## src/rtl/pipe_ctrl_pkg.sv

```systemverilog
// pipe_ctrl_pkg -- shared definitions for the pipeline hazard controller.
//   state_t        : FSM state encodings (IDLE, BUSY, FLUSH)
//   STALL_BUS_W    : width of the per-stage hold vector (StallBus)
//   STALL_*        : bit index of each pipeline stage inside the hold vector
//   stall_upto()   : builds a hold vector freezing stages 0..last (front end up to 'last')
package pipe_ctrl_pkg;

    typedef enum logic [1:0] {
        IDLE  = 2'd0,
        BUSY  = 2'd1,
        FLUSH = 2'd2
    } state_t;

    localparam int STALL_BUS_W = 6;

    localparam int STALL_PC     = 0;
    localparam int STALL_IF_ID  = 1;
    localparam int STALL_ID_EX  = 2;
    localparam int STALL_EX_MEM = 3;
    localparam int STALL_MEM_WB = 4;
    localparam int STALL_RSVD   = 5;

    // Holding a stage only makes sense together with every stage in front of
    // it, so a hold request is always a contiguous run of ones from bit 0.
    function automatic logic [STALL_BUS_W-1:0] stall_upto(input int last);
        logic [STALL_BUS_W-1:0] v;
        v = '0;
        for (int i = 0; i < STALL_BUS_W; i++) begin
            if (i <= last) begin
                v[i] = 1'b1;
            end
        end
        return v;
    endfunction

endpackage

```

## src/rtl/pipe_ctrl.sv

```systemverilog
// pipe_ctrl -- pipeline stall / flush controller.
// Arbitrates three hazard sources with priority flush_req > multi-cycle EX op
// > load-use stall, and tracks multi-cycle EX occupancy with a down-counter.
// Ports:
//   clk          : clock, all state on rising edge
//   rst          : asynchronous active-high reset
//   stallreq_id  : load-use hazard detected in ID this cycle
//   mc_start     : EX issues a multi-cycle op this cycle
//   mc_cycles    : total EX occupancy of that op, sampled with mc_start
//   flush_req    : exception / redirect request from MEM
//   flush_pc     : redirect target, sampled with flush_req
//   stall        : per-stage hold vector (pc, if_id, id_ex, ex_mem, mem_wb, rsvd)
//   flush        : clear all pipeline registers this cycle
//   new_pc       : PC to load while flush=1
//   mc_busy      : multi-cycle op in progress
//   mc_done      : one-cycle pulse in the final busy cycle
module pipe_ctrl
    import pipe_ctrl_pkg::*;
#(
    parameter int MC_CNT_W = 6,
    parameter int STALL_W  = 6
) (
    input  logic                clk,
    input  logic                rst,
    input  logic                stallreq_id,
    input  logic                mc_start,
    input  logic [MC_CNT_W-1:0] mc_cycles,
    input  logic                flush_req,
    input  logic [31:0]         flush_pc,
    output logic [STALL_W-1:0]  stall,
    output logic                flush,
    output logic [31:0]         new_pc,
    output logic                mc_busy,
    output logic                mc_done
);

    state_t                 state_reg, state_next;
    logic [MC_CNT_W-1:0]    cnt_reg, cnt_next;
    logic [31:0]            new_pc_reg;

    logic [STALL_BUS_W-1:0] stall_vec;
    logic                   busy_c;
    logic                   done_c;
    logic                   mc_long;
    logic                   busy_last;

    // Ops of 0 or 1 cycles complete inside the issuing cycle and never enter BUSY.
    assign mc_long = (mc_cycles > MC_CNT_W'(1));

    // The counter is decremented every BUSY cycle; this cycle is the last one
    // when the decremented value reaches zero.
    assign busy_last = (cnt_reg <= MC_CNT_W'(1));

    always_comb begin
        state_next = state_reg;
        cnt_next   = cnt_reg;
        stall_vec  = '0;
        busy_c     = 1'b0;
        done_c     = 1'b0;

        if (flush_req) begin
            // Redirect wins over everything: abort any op silently, no stall
            // so the pipeline can drain into the flush.
            state_next = FLUSH;
            cnt_next   = '0;
            busy_c     = (state_reg == BUSY);
        end else begin
            unique case (state_reg)
                IDLE: begin
                    if (mc_start && mc_long) begin
                        stall_vec  = stall_upto(STALL_EX_MEM);
                        busy_c     = 1'b1;
                        cnt_next   = mc_cycles - MC_CNT_W'(1);
                        state_next = BUSY;
                    end else begin
                        // A short op finishes now; a concurrent load-use
                        // hazard still needs its bubble.
                        done_c = mc_start;
                        if (stallreq_id) begin
                            stall_vec = stall_upto(STALL_ID_EX);
                        end
                    end
                end
                BUSY: begin
                    // mc_start and stallreq_id are ignored: the EX hold
                    // already freezes ID.
                    busy_c = 1'b1;
                    if (busy_last) begin
                        done_c     = 1'b1;
                        cnt_next   = '0;
                        state_next = IDLE;
                    end else begin
                        stall_vec = stall_upto(STALL_EX_MEM);
                        cnt_next  = cnt_reg - MC_CNT_W'(1);
                    end
                end
                FLUSH: begin
                    // Pipeline is being cleared; nothing issued this cycle is real.
                    state_next = IDLE;
                end
                default: begin
                    state_next = IDLE;
                end
            endcase
        end
    end

    always_ff @(posedge clk or posedge rst) begin
        if (rst) begin
            state_reg  <= IDLE;
            cnt_reg    <= '0;
            new_pc_reg <= 32'h0000_0000;
        end else begin
            state_reg <= state_next;
            cnt_reg   <= cnt_next;
            if (flush_req) begin
                new_pc_reg <= flush_pc;
            end
        end
    end

    // Outputs are qualified with rst so they drop the moment reset rises,
    // even while inputs still request stalls.
    generate
        for (genvar gi = 0; gi < STALL_W; gi++) begin : g_stall
            if (gi < STALL_BUS_W) begin : g_map
                assign stall[gi] = !rst && stall_vec[gi];
            end else begin : g_pad
                assign stall[gi] = 1'b0;
            end
        end
    endgenerate

    assign flush   = !rst && (state_reg == FLUSH);
    assign new_pc  = new_pc_reg;
    assign mc_busy = !rst && busy_c;
    assign mc_done = !rst && done_c;

endmodule

```

## config.mk

```make
export PLATFORM = sky130hd
export DESIGN_NAME = pipe_ctrl
export DESIGN_NICKNAME = d
export VERILOG_FILES = /design/src/rtl/pipe_ctrl_pkg.sv /design/src/rtl/pipe_ctrl.sv
export SDC_FILE = /design/constraint.sdc
export NUM_CORES = 1
export LEC_CHECK = 0
export CORE_ASPECT_RATIO = 1.4
export CORE_MARGIN = 5
export CORE_UTILIZATION = 38
export CTS_BUF_LIST = sky130_fd_sc_hd__clkbuf_16
export DETAILED_ROUTE_END_ITERATION = 10
export HOLD_SLACK_MARGIN = 0.1
export PLACE_DENSITY = 0.76
export SLEW_MARGIN = 10
export SYNTH_ARGS = -nofsm -noshare
export SYNTH_HDL_FRONTEND = slang
export SYNTH_SLANG_ARGS = --single-unit
```

## constraint.sdc

```tcl
create_clock -name clk -period 1.64 [get_ports clk]
set_input_delay 0.164 -clock clk [delete_from_list [all_inputs] [get_ports clk]]
set_output_delay 0.164 -clock clk [all_outputs]
set_load 0.05 [all_outputs]
```

==> results, run 1 <==
- Yosys attributes the largest share of cell area to dfrtp_1 (51%), mux2_2 (18%), ha_1 (2.6%), inv_1 (1.7%), buf_4 (1.5%).
- Global routing used 15.0% of the available tracks across all layers.
- The worst reg-to-reg path cell count is 8.
- The number of max-cap violations is 0.
- After detailed routing, the number of remaining DRC violations is 0.
- The classification of the worst-slack hold path is in -> reg.
- For this design, the slowest cell found on the critical path is dfrtp_2.
- The routed design could run at a clock period as short as approximately 1.9 ns.
- The total congestion overflow is 0.
- The area enclosed by the die boundary is approximately 0.0067 sq mm.
- In the finished design, the share of the clock period the worst path needs comes to 113%.
- The starting density of the core is about two fifths.
- At the worst endpoint, the arrival time is between 1.5 and 2 ns.
- The HPWL after detailed placement is between 3 and 4 mm.
- The share of cell area taken by muxes after synthesis is 18.4%.
- Routability-driven placement finished with a final weighted congestion of 0.799.
- The checks that failed: setup timing.
- Setup violations remaining at the end of the flow were counted as 6.
- The critical path contains buffers and inverters numbering 2 combined.
- Of all flip-flops after synthesis, the portion carrying an async set or reset was 100%.
- The worst setup skew after layout is about 0.0033 ns.
- After synthesis, the mean cell area works out to 12.3 sq um.
- The area taken by multi-input logic gates is 0.00105 sq mm.
- The netlist uses 43 different library cells.
- The peak fanout along the critical path is 4.
- CTS placed an instance of clkbuf_16 at the clock tree root.
- The most critical setup path has its startpoint at cnt_reg[0].
- The clock drives 40 sinks.
- The combinational family with the most area after synthesis is multiplexers.
- The boundary pin count is 84.
- The later pin in the worst-skew pair is clocked with a latency of between 0.2 and 0.3 ns.
- The fraction of final layout cells with drive strength greater than 1 is approximately 58%.
- The share of the Yosys chip area taken by registers is roughly 50%.
- The total vias in the final route is between 1500 and 2000.
- The synthesis-to-finish area growth is 74.3%.
- Counting every instance in the synthesized netlist gives 159.
- The flip-flop count of the largest register, all copies and words added is 32.
- The leading register cell type out of synthesis is dfrtp_1.
- Across the whole layout, storage elements account for 0.00101 sq mm.
- Traced cell by cell, the critical path runs through ha_2, o21a_4, a221oi_4, buf_12, buf_12.
- The number of antenna diodes in the final layout is 0.
- The die is between 70 and 80 um wide.
- In the final routed layout, each cell accounts on average for 14.6 um.
- The routed length on met3 is between 400 and 500 um.
- The number of DRC markers after the initial detailed-route iteration is 33.
- The amount of wire on met2 after detailed routing is about 2.7 mm.
- The clock-pin slew reported for the worst setup and hold paths after clock tree synthesis is 0.05 ns.
- In this run the number of H-tree levels came out at 2.
- The critical path crosses 5 cells after its start point.
- The required time at the worst-slack endpoint is 1.48 ns.
- The worst setup path is captured at an output pin.
- Yosys printed 0 warnings.
- The startpoint identified for the worst register-to-register timing path is cnt_reg[0].
- The wire length after detailed routing is roughly 4.9 mm.
- TritonCTS built the clock tree.
- The area share of the leading cell type in the synthesized netlist is approximately half.
- The overall power of the completed layout is around 3.3 mW.
- The via count of the first global-routing pass is 1764.
- STA classifies the critical path startpoint as a register.
- The worst setup path is of the reg -> out kind.
- The flow ran to the end, but the final reports show violations.
- The total clock buffers created by CTS is 5.
- The synthesized netlist devotes a little under an eighth of its cell area to compound gates.
- The number of buffers inserted for hold repair after clock tree synthesis is 0.
- Summed over all cells, the static leakage comes to around 1.5 nW.
- The number of port buffers is just over 80.
- For flop-to-flop paths, the worst setup slack is -0.17 ns.
- The die height is between 90 and 100 um.
- The initial antenna violation count is 0.
- The wire length on met1 is 1.82 mm.
- The worst min-delay path startpoint is flush_req.
- The standard-cell row count is 31.
- The first-pass GRT wire length is 8.08 mm.
- The setup TNS after final layout is -1.09 ns.
- The synthesized netlist devotes 1.35% of its cell area to XOR and XNOR gates.
- The synthesized netlist occupies a cell area of between 0.0015 and 0.002 sq mm.
- The number of hold-slack violations in the final timing report was 0.
- The flip-flop and latch count after synthesis is 40.
- Setup repair after global routing could not meet its margin everywhere.
- In the post-route analysis, the smallest setup slack over all paths is -0.215 ns.
- dfrtp_1 takes more of the synthesized area than any other cell.
- The total power divided by cell area is between 900 and 1000 mW/mm^2.
- The synthesized-area fraction occupied by adder cells is approximately 2.6%.
- The via-per-instance ratio is about 4.8.
- Timing would allow up to 0.539 GHz.
- The simple-gate area share of the yosys netlist is under 10%.
- The cell seen most often among critical-path stages is buf_12.
- The kind of cell adding the most delay to the critical path is compound AO/OA/AOI/OAI gates.
- On the worst path, the slowest cell contributes a delay of between 0.4 and 0.5 ns.
- The uppermost layer routed is met4.
- Counting the fill cells in the layout gives 390.
- IR analysis of the VDD net gives a maximum drop of 0.852 mV.
- The first detailed-routing pass took 3 iterations.
- The number of slew-limit violations in the final report was 0.
- The total area inside the core boundary comes to between 0.005 and 0.006 sq mm.
- The deepest clock path buffer count is 2.
- The net count of the finished layout is around 320.
- The count of cells along the worst hold path is 3.
- The count of nets left with antenna violations once routing finished came out at 0.
- The number of enable-type register cells in the synthesized netlist is 0.
- Entering global routing, the biggest net connects 41 pins.
[tightest hold or removal path, stage by stage]
cell and delay (ns):
buf_2 0.10, buf_4 0.23, a211oi_2 0.05
[placed cells by master (no fill, tap or decap), types with 3 or more instances in the layout]
cell type         n
buf_4            61
dfrtp_1          36
clkdlybuf4s50_1  34
mux2_2           32
buf_12            7
buf_6             6
clkbuf_16         5
dlygate4sd2_1     5
inv_1             4
inv_2             4
dfrtp_2           4
nor2_1            3
o21ai_0           3
buf_2             3
[where the power goes]
group	switching, mW	internal (mW)
clock	0.368	0.714
combinational	0.576	0.454
sequential	0.0574	1.08
total	1.00	2.25
[logic make-up after synthesis]
group | count (synthesis)
other cells | 1
mux | 32
simple gates | 31
compound gates | 27
xor+xnor | 3
flops | 40
buf+inv | 21
fa+ha+maj | 4
[layout make-up]
| cell class | instances | area share, % |
|---|---|---|
| clock buffers | 5 | 3.68 |
| clock inverters | 3 | 1.25 |
| inverters | 9 | 1.10 |
| multi-input cells | 99 | 30.7 |
| flip-flops and latches | 40 | 29.5 |
| well taps | 66 | 2.43 |
| repair buffers | 116 | 31.3 |
[cell usage after synthesis (2+ instances only)]
cell,count
a211oi_1,2
a211oi_2,2
a21oi_1,4
buf_4,4
clkbuf_1,6
dfrtp_1,40
ha_1,4
inv_1,9
mux2_2,32
nand2_1,2
nand2b_1,2
nand3_1,2
nor2_1,4
nor3_1,4
nor3b_1,2
nor4_1,4
nor4b_1,2
o21ai_0,4
o311a_1,2
o31a_2,2
or3_1,3
xnor2_1,2
[layer usage]
metal | global-route usage (%) | vias to the layer above
met1 | 16.5 | 775
li1 | - | 801
met4 | 3.29 | 0
met5 | 0 | -
met3 | 5.96 | 5
met2 | 27.1 | 51
[metrics by stage]
stage               instance area (sq um)  setup slack [ns]  utilization (%)  hold WS [ns]  instances
floorplan                            2050            -0.235                -         0.146        160
global placement                     3050            -0.447             60.1         0.491        324
detailed placement                   3050            -0.493             60.1         0.497        324
CTS                                  3340            -0.223             65.7         0.312        337
global route                         3400            -0.275             67.0         0.333        338
finish                               3400            -0.215             67.0         0.315        338
[what timing repair did]
item | in CTS | in global routing
resized for setup | 31 | 15
gates cloned | 0 | 0
setup endpoints to repair | 9 | 11
endpoints found under the hold margin | 0 | 0
buffers inserted | 5 | 1
pin swaps | 14 | 9
[path summary, 6_finish.rpt]
path | endpoint
worst max-delay path | stall[1]
max in group asynchronous | cnt_reg[0]
worst min register to register | new_pc[21]
worst min-delay path | cnt_reg[0]
min in group asynchronous | cnt_reg[2]
worst max register to register | cnt_reg[4]
(Power assumes the default switching activity.)
==> inputs of run 2 (changes only) <==
--- a/config.mk
+++ b/config.mk
@@ -5,6 +5,7 @@
 export SDC_FILE = /design/constraint.sdc
 export NUM_CORES = 1
 export LEC_CHECK = 0
+export ABC_CLOCK_PERIOD_IN_PS = 1640
 export CORE_ASPECT_RATIO = 1.4
 export CORE_MARGIN = 5
 export CORE_UTILIZATION = 38
==> results of run 2 <==
Final layout, timing and power as in run 1 (identical DEF).
